File: config.mk
export PLATFORM = sky130hd
export DESIGN_NAME = serial_display_driver
export DESIGN_NICKNAME = d
export VERILOG_FILES = /design/src/rtl/display_pkg.sv /design/src/rtl/phase_timer.sv /design/src/rtl/serial_display_driver.sv
export SDC_FILE = /design/constraint.sdc
export NUM_CORES = 1
export LEC_CHECK = 0
export CAP_MARGIN = 10
export CELL_PAD_IN_SITES_DETAIL_PLACEMENT = 1
export CELL_PAD_IN_SITES_GLOBAL_PLACEMENT = 1
export CORE_UTILIZATION = 49
export DETAILED_ROUTE_END_ITERATION = 12
export GPL_ROUTABILITY_DRIVEN = 0
export HOLD_SLACK_MARGIN = 0.02
export PLACE_DENSITY_LB_ADDON = 0.08
export SYNTH_ARGS = -nofsm -noshare
export SYNTH_HDL_FRONTEND = slang
export SYNTH_SLANG_ARGS = --single-unit
File: constraint.sdc
create_clock -name clk -period 6.6 [get_ports clk]
set_input_delay 1.32 -clock clk [delete_from_list [all_inputs] [get_ports clk]]
set_output_delay 1.32 -clock clk [all_outputs]
set_load 0.05 [all_outputs]
File: src/rtl/display_pkg.sv
// Shared display constants: state encoding and the 595 register width.
// Also used by the clock core's digit/segment encoder.
package display_pkg;

  localparam int unsigned BYTE_W  = 8;
  localparam int unsigned STATE_W = 2;

  localparam logic [STATE_W-1:0] S_IDLE     = 2'd0;
  localparam logic [STATE_W-1:0] S_SHIFT_LO = 2'd1;
  localparam logic [STATE_W-1:0] S_SHIFT_HI = 2'd2;
  localparam logic [STATE_W-1:0] S_LATCH    = 2'd3;

  typedef enum logic [STATE_W-1:0] {
    IDLE     = S_IDLE,
    SHIFT_LO = S_SHIFT_LO,
    SHIFT_HI = S_SHIFT_HI,
    LATCH    = S_LATCH
  } state_t;

  function automatic int unsigned max_u(input int unsigned a, input int unsigned b);
    return (a > b) ? a : b;
  endfunction

endpackage

File: src/rtl/phase_timer.sv
// Loadable down-counter with a zero flag; times the clk_out half-periods and the latch pulse.
module phase_timer #(
  parameter int unsigned W = 2
) (
  input  logic         clk,
  input  logic         reset,
  input  logic         load,
  input  logic [W-1:0] load_val,
  output logic         zero_c
);

  logic [W-1:0] cnt_q;
  logic [W-1:0] cnt_d;

  // Stops at zero, so a missed reload can never wrap into a long interval.
  always_comb begin
    cnt_d = cnt_q;
    if (load) begin
      cnt_d = load_val;
    end else if (cnt_q != '0) begin
      cnt_d = cnt_q - W'(1);
    end
  end

  always_ff @(posedge clk or posedge reset) begin
    if (reset) begin
      cnt_q <= '0;
    end else begin
      cnt_q <= cnt_d;
    end
  end

  assign zero_c = (cnt_q == '0);

endmodule

File: src/rtl/serial_display_driver.sv
// Streams a frame into a cascaded 74HC595 chain and strobes the storage latch,
// with a one-deep pending buffer so the next frame can be posted while one is shifting.
module serial_display_driver #(
  parameter  int unsigned N_BYTES      = 4,
  parameter  int unsigned CLK_DIV      = 2,
  parameter  int unsigned LATCH_CYCLES = 2,
  parameter  int unsigned MSB_FIRST    = 1,
  localparam int unsigned NBITS        = display_pkg::BYTE_W * N_BYTES
) (
  input  logic             clk,
  input  logic             reset,
  input  logic [NBITS-1:0] data_in,
  input  logic             load,
  output logic             busy,
  output logic             pending,
  output logic             done,
  output logic             serial_out,
  output logic             clk_out,
  output logic             latch_out
);

  import display_pkg::*;

  localparam int unsigned BITCNT_W = $clog2(NBITS);
  localparam int unsigned TMR_W    = $clog2(max_u(CLK_DIV, LATCH_CYCLES) + 1);

  localparam logic [BITCNT_W-1:0] LAST_BIT   = BITCNT_W'(NBITS - 1);
  localparam logic [TMR_W-1:0]    DIV_LOAD   = TMR_W'(CLK_DIV - 1);
  localparam logic [TMR_W-1:0]    LATCH_LOAD = TMR_W'(LATCH_CYCLES - 1);

  state_t              state_q,     state_d;
  logic [NBITS-1:0]    shift_q,     shift_d;
  logic [NBITS-1:0]    pend_buf_q,  pend_buf_d;
  logic                pending_q,   pending_d;
  logic [BITCNT_W-1:0] bitcnt_q,    bitcnt_d;
  logic                busy_q,      busy_d;
  logic                done_q,      done_d;
  logic                serial_out_q, serial_out_d;
  logic                clk_out_q,   clk_out_d;
  logic                latch_out_q, latch_out_d;

  logic                tmr_load_c;
  logic [TMR_W-1:0]    tmr_val_c;
  logic                tmr_zero_c;
  logic [NBITS-1:0]    shifted_c;
  logic [NBITS-1:0]    next_frame_c;

  function automatic logic first_bit(input logic [NBITS-1:0] v);
    return (MSB_FIRST != 0) ? v[NBITS-1] : v[0];
  endfunction

  function automatic logic [NBITS-1:0] shift_once(input logic [NBITS-1:0] v);
    if (MSB_FIRST != 0) begin
      return {v[NBITS-2:0], 1'b0};
    end
    return {1'b0, v[NBITS-1:1]};
  endfunction

  phase_timer #(
    .W (TMR_W)
  ) u_phase_timer (
    .clk      (clk),
    .reset    (reset),
    .load     (tmr_load_c),
    .load_val (tmr_val_c),
    .zero_c   (tmr_zero_c)
  );

  always_comb begin
    state_d      = state_q;
    shift_d      = shift_q;
    pend_buf_d   = pend_buf_q;
    pending_d    = pending_q;
    bitcnt_d     = bitcnt_q;
    busy_d       = busy_q;
    done_d       = 1'b0;
    serial_out_d = serial_out_q;
    clk_out_d    = clk_out_q;
    latch_out_d  = latch_out_q;
    tmr_load_c   = 1'b0;
    tmr_val_c    = DIV_LOAD;
    shifted_c    = shift_once(shift_q);
    // A load in the final latch cycle must win over an older posted frame.
    next_frame_c = load ? data_in : pend_buf_q;

    if (load && (state_q != IDLE)) begin
      pend_buf_d = data_in;
      pending_d  = 1'b1;
    end

    case (state_q)
      IDLE: begin
        if (load) begin
          shift_d      = data_in;
          serial_out_d = first_bit(data_in);
          bitcnt_d     = '0;
          busy_d       = 1'b1;
          clk_out_d    = 1'b0;
          tmr_load_c   = 1'b1;
          state_d      = SHIFT_LO;
        end
      end
      SHIFT_LO: begin
        if (tmr_zero_c) begin
          clk_out_d  = 1'b1;
          tmr_load_c = 1'b1;
          state_d    = SHIFT_HI;
        end
      end
      SHIFT_HI: begin
        if (tmr_zero_c) begin
          clk_out_d  = 1'b0;
          tmr_load_c = 1'b1;
          if (bitcnt_q == LAST_BIT) begin
            serial_out_d = 1'b0;
            latch_out_d  = 1'b1;
            tmr_val_c    = LATCH_LOAD;
            state_d      = LATCH;
          end else begin
            shift_d      = shifted_c;
            serial_out_d = first_bit(shifted_c);
            bitcnt_d     = bitcnt_q + BITCNT_W'(1);
            state_d      = SHIFT_LO;
          end
        end
      end
      LATCH: begin
        if (tmr_zero_c) begin
          latch_out_d = 1'b0;
          done_d      = 1'b1;
          if (pending_q || load) begin
            shift_d      = next_frame_c;
            serial_out_d = first_bit(next_frame_c);
            bitcnt_d     = '0;
            pending_d    = 1'b0;
            tmr_load_c   = 1'b1;
            state_d      = SHIFT_LO;
          end else begin
            busy_d  = 1'b0;
            state_d = IDLE;
          end
        end
      end
      default: begin
        state_d = IDLE;
      end
    endcase
  end

  always_ff @(posedge clk or posedge reset) begin
    if (reset) begin
      state_q      <= IDLE;
      shift_q      <= '0;
      pend_buf_q   <= '0;
      pending_q    <= 1'b0;
      bitcnt_q     <= '0;
      busy_q       <= 1'b0;
      done_q       <= 1'b0;
      serial_out_q <= 1'b0;
      clk_out_q    <= 1'b0;
      latch_out_q  <= 1'b0;
    end else begin
      state_q      <= state_d;
      shift_q      <= shift_d;
      pend_buf_q   <= pend_buf_d;
      pending_q    <= pending_d;
      bitcnt_q     <= bitcnt_d;
      busy_q       <= busy_d;
      done_q       <= done_d;
      serial_out_q <= serial_out_d;
      clk_out_q    <= clk_out_d;
      latch_out_q  <= latch_out_d;
    end
  end

  assign busy       = busy_q;
  assign pending    = pending_q;
  assign done       = done_q;
  assign serial_out = serial_out_q;
  assign clk_out    = clk_out_q;
  assign latch_out  = latch_out_q;

endmodule
* Yosys cells after proc, flatten, opt, wreduce, memory -nomap -nowiden
Cells that the tools add are included. Widths: inputs -> output; s select.
Operators by class: reductions and logical operators 18, equal/unequal tests 12, add/sub/neg operators 2, mux-type cells 49
Operator list (number):
- $mux 31 | 5
- $pmux 31 s3 | 1
- $mux 32 | 1
- $mux 5 | 5
- $mux 1 | 23
- $ne 2x2->1 const B | 8
- $reduce_and 4->1 | 4
- $pmux 5 s3 | 1
- $mux 2 | 7
- $reduce_bool 2->1 | 5
- $pmux 1 s3 | 3
- $pmux 2 s4 | 1
- $reduce_and 6->1 | 1
- $reduce_bool 3->1 | 2
- $add 5x1->5 const B | 1
- $eq 5x5->1 const B | 1
- $reduce_and 5->1 | 1
- $eq 2x2->1 const B | 2
- $logic_not 2->1 | 2
- $pmux 1 s2 | 2
- $eq 2x1->1 const B | 1
- $reduce_or 2->1 | 1
- $sub 2x1->2 const B | 1
- $logic_and 1x1->1 | 1
- $logic_or 1x1->1 | 1
Storage, ports and cells: word-level logic and storage cells 92, output and inout bits 6, register bits 78

* Logic depth before layout (Yosys ltp)
depth after elaboration 6, depth in mapped cells 8, gate-level depth less buffers 6

* Modules after synthesis
From an unflattened synthesis, not the netlist that was laid out.
Unflattened totals: cell total of the unflattened synthesis 337, area total of the unflattened synthesis 3965.1 um2
By module, submodules not included:
- serial_display_driver | instances 1, cells each 324, area each 3837.4 um2, seq. area each 1901.8 um2
- phase_timer | instances 1, cells each 13, area each 127.6 um2, seq. area each 50.0 um2

* Worst setup path before layout
No wires, ideal clock.
path kind input to register, from input load, to register pend_buf_q[0], stages on the path 5, data arrival time 2299 ps, library setup time 128 ps, path slack 4173 ps, path through buf_2 > nor2b_1 > buf_2 > buf_2 > mux2_1
On the way: cells in the longest elaborated chain, start to end 1
RTL lines:
- start: declaration | line serial_display_driver.sv:13 | input logic load,
- $logic_and 1x1->1 | line serial_display_driver.sv:86 | if (load && (state_q != IDLE)) begin
- end signal: assignment | line serial_display_driver.sv:165 | pend_buf_q <= pend_buf_d;
- end: declaration | line serial_display_driver.sv:33 | logic [NBITS-1:0] pend_buf_q, pend_buf_d;
Every way passes these cells. A chain may end at the register's enable or synchronous reset.

* Final worst setup path
from input load, to register pend_buf_q[8]
Same word-level chain as after synthesis.

==> results.md <==
- Status: finished clean
- Static leakage: 2.03 nW
- HPWL Detailed: 5.28 mm
- Post-Syn Area: 0.00389 mm²
- Antenna viol nets, final: 0
- Largest net degree at the start of global routing: 79
- CTS buffer count: 9
- Ant diodes: 0
- Synth unique cells: 39
- Hold path depth: 1
- Fin crit share: 0.542
- Crit. End Element: register
- CORE AREA: 0.00769 mm²
- Die area: 0.00830 mm²
- I/O Pins: 41
- Final setup TNS: 0 ns
- Final hold vios: 0
- Post-Synthesis Cells: 319
- FF-to-FF Start: state_q[0]
- Residual DRC: 0
- Slew margin rel.: 0.245
- WL per Instance: 18.3 µm
- Port buffer count: 40
- Post-synth EDFFs: 0
- Layout Skew: 0.00864 ns
- # fillers: 813
- Post-CTS Resized: 0
- Synth warn: 0
- CTS Root Cell: clkbuf_8
- Tmin final: 3.58 ns
- Crit path kind: input pin to register
- Die width: 91.1 µm
- Worst EP arrival: 3.81 ns
- Rows: 32
- Total Routed Length: 8.41 mm
- CTS Sinks: 78
- Worst-Margin Slew: 1.13 ns
- CTS Hold Bufs: 0
- # H-tree levels: 3
- Commonest non-fill, non-tap cell in the layout: dfrtp_1
- Yosys reg bits: 78
- Vias/cell: 5.76
- FF-to-FF End: shift_q[7]
- Clk buf depth: 2
- TritonCTS clock tree: yes
- Number of global-route vias before repair: 2856
- Dpl cells: 444
- Hold EP: pend_buf_q[23]
- Pre-Repair DR Iteration Count: 10
- RSZ-0062 raised after global routing: false
- Reg2reg setup slack: 4.03 ns
- Crit path max fanout: 24
- First-pass GRT wire length: 14.2 mm
- Initial core utilization: 0.506
- Syn Area/Cell: 12.2 µm²
- Fmax: 279 MHz
- Cell Count, Final, Fillers Out: 459
- Fin nets: 396
- GRT Total Usage: 0.221
- HP Class: register to register
- Clock Latency Late Sink: 0.35 ns
- Worst R2R Path Depth: 8
- Die height: 91.1 µm
- Power per standard cell area: 493 mW/mm²
- Clk slew on worst S/H paths: 0.08 ns
- Syn-to-layout area delta: 17.0%
- Final setup vio count: 0
- Sequential-to-total area share from yosys stat: 0.501
- Data required time of the critical path: 6.83 ns
- Ys flop type: dfrtp_1
- Vias: 2642
- Syn Nets: 362
- Worst VDD drop: 0.201 mV
- Most frequent cells in the layout: 78 x dfrtp_1, 40 x clkdlybuf4s50_1, 33 x mux2_1, 33 x mux2i_1, 32 x inv_1
- Global route overflow: 0
- 1st-iter DRT viols: 217
- Post-synthesis async set-or-reset flop share: 1.00
- Max Slew Vio Count: 0
- Post-CTS Setup Bufs: 0
- Crit path launch type: input pin
- Max-Cap Viols: 0
- Initial antenna violation count: 0
- Share of cells above drive strength 1: 0.101
- Hold path startpoint: pend_buf_q[23]
==> cell usage after synthesis, types with 2 or more instances <==
master | number | area share
a21oi_1 | 4 | 0.0051
a222oi_1 | 24 | 0.062
a22oi_1 | 7 | 0.014
and2_1 | 3 | 0.0048
buf_2 | 12 | 0.015
buf_4 | 3 | 0.0058
buf_6 | 4 | 0.012
clkbuf_1 | 2 | 0.0019
dfrtp_1 | 78 | 0.50
ha_1 | 8 | 0.026
inv_1 | 33 | 0.032
mux2_1 | 33 | 0.095
mux2_4 | 7 | 0.027
mux2i_1 | 33 | 0.085
nand2_1 | 10 | 0.0096
nand3b_1 | 3 | 0.0058
nor2_1 | 10 | 0.0096
nor2b_1 | 4 | 0.0064
nor3_1 | 2 | 0.0026
o211ai_1 | 2 | 0.0039
o21ai_0 | 15 | 0.019
o221ai_1 | 2 | 0.0045
o22ai_1 | 2 | 0.0032
o31ai_1 | 3 | 0.0058
==> sequential cells by signal, indices dropped and copies added (netlist names) <==
| name | count |
|---|---|
| state_q | 2 |
| u_phase_timer.cnt_q | 2 |
| done | 1 |
| bitcnt_q | 5 |
| shift_q | 31 |
| pending | 1 |
| clk_out | 1 |
| pend_buf_q | 32 |
| latch_out | 1 |
| busy | 1 |
| serial_out | 1 |
==> worst max-delay path: stages <==
cell	delay, ns
clkdlybuf4s50_1	1.02
nor2b_2	0.63
buf_4	0.44
mux2_1	0.38
==> where the power goes <==
group	internal [W]	total [W]	switching, W
clock network	0.000249	0.000429	0.000180
logic	0.000447	0.000973	0.000526
registers	0.000713	0.000844	0.000131
==> final cells by class <==
| class | count | area [µm²] | share of cell area |
|---|---|---|---|
| Sequential cell | 78 | 1950 | 0.428 |
| Multi-Input combinational cell | 187 | 1690 | 0.370 |
| Timing Repair Buffer | 44 | 430 | 0.0945 |
| Tap cell | 102 | 128 | 0.0280 |
| Clock buffer | 9 | 124 | 0.0272 |
| Inverter | 33 | 124 | 0.0272 |
| Clock inverter | 6 | 111 | 0.0244 |
==> metal layers <==
layer | vias to the layer above | share of wire | track usage
li1 | 1236 | - | -
met1 | 1347 | 0.47 | 0.291
met2 | 51 | 0.49 | 0.367
met3 | 8 | 0.031 | 0.0318
met4 | 0 | 0.0097 | 0.0860
met5 | - | 0 | 0
==> cell families (layout without fill, tap and decap cells) <==
logic type	Yosys count	in the layout	synth area share
XOR/XNOR	1	1	0.00225
buffers and inverters	54	92	0.0665
adder cells (fa/ha/maj)	8	8	0.0257
AND/OR/NAND/NOR	40	40	0.0595
multiplexers	73	73	0.207
AO/OA/AOI/OAI	65	65	0.137
flip-flops	78	78	0.501
==> worst max path at each step <==
stage / end / cells after the start / slack [ns] / start
2_1_floorplan: bitcnt_q[0] / 1 / 3.28 / reset
3_3_place_gp: pend_buf_q[17] / 4 / 2.72 / load
3_5_place_dp: pend_buf_q[8] / 4 / 2.60 / load
4_1_cts: pend_buf_q[8] / 4 / 2.98 / load
5_1_grt: pend_buf_q[8] / 4 / 2.91 / load
6_report: pend_buf_q[8] / 4 / 3.02 / load
==> through the flow <==
step | worst slack [ns] | cell area (µm²) | total power, W | hold slack [ns] | util
2_1_floorplan | 3.28 | 3890 | 0.00162 | 0.457 | -
3_3_place_gp | 2.72 | 4320 | 0.00178 | 0.467 | 0.562
5_1_grt | 2.91 | 4560 | 0.00239 | 0.512 | 0.593
3_5_place_dp | 2.60 | 4320 | 0.00183 | 0.476 | 0.562
4_1_cts | 2.98 | 4560 | 0.00227 | 0.494 | 0.593
6_report | 3.02 | 4560 | 0.00225 | 0.490 | 0.593
Power figures use the tool's default switching activity.
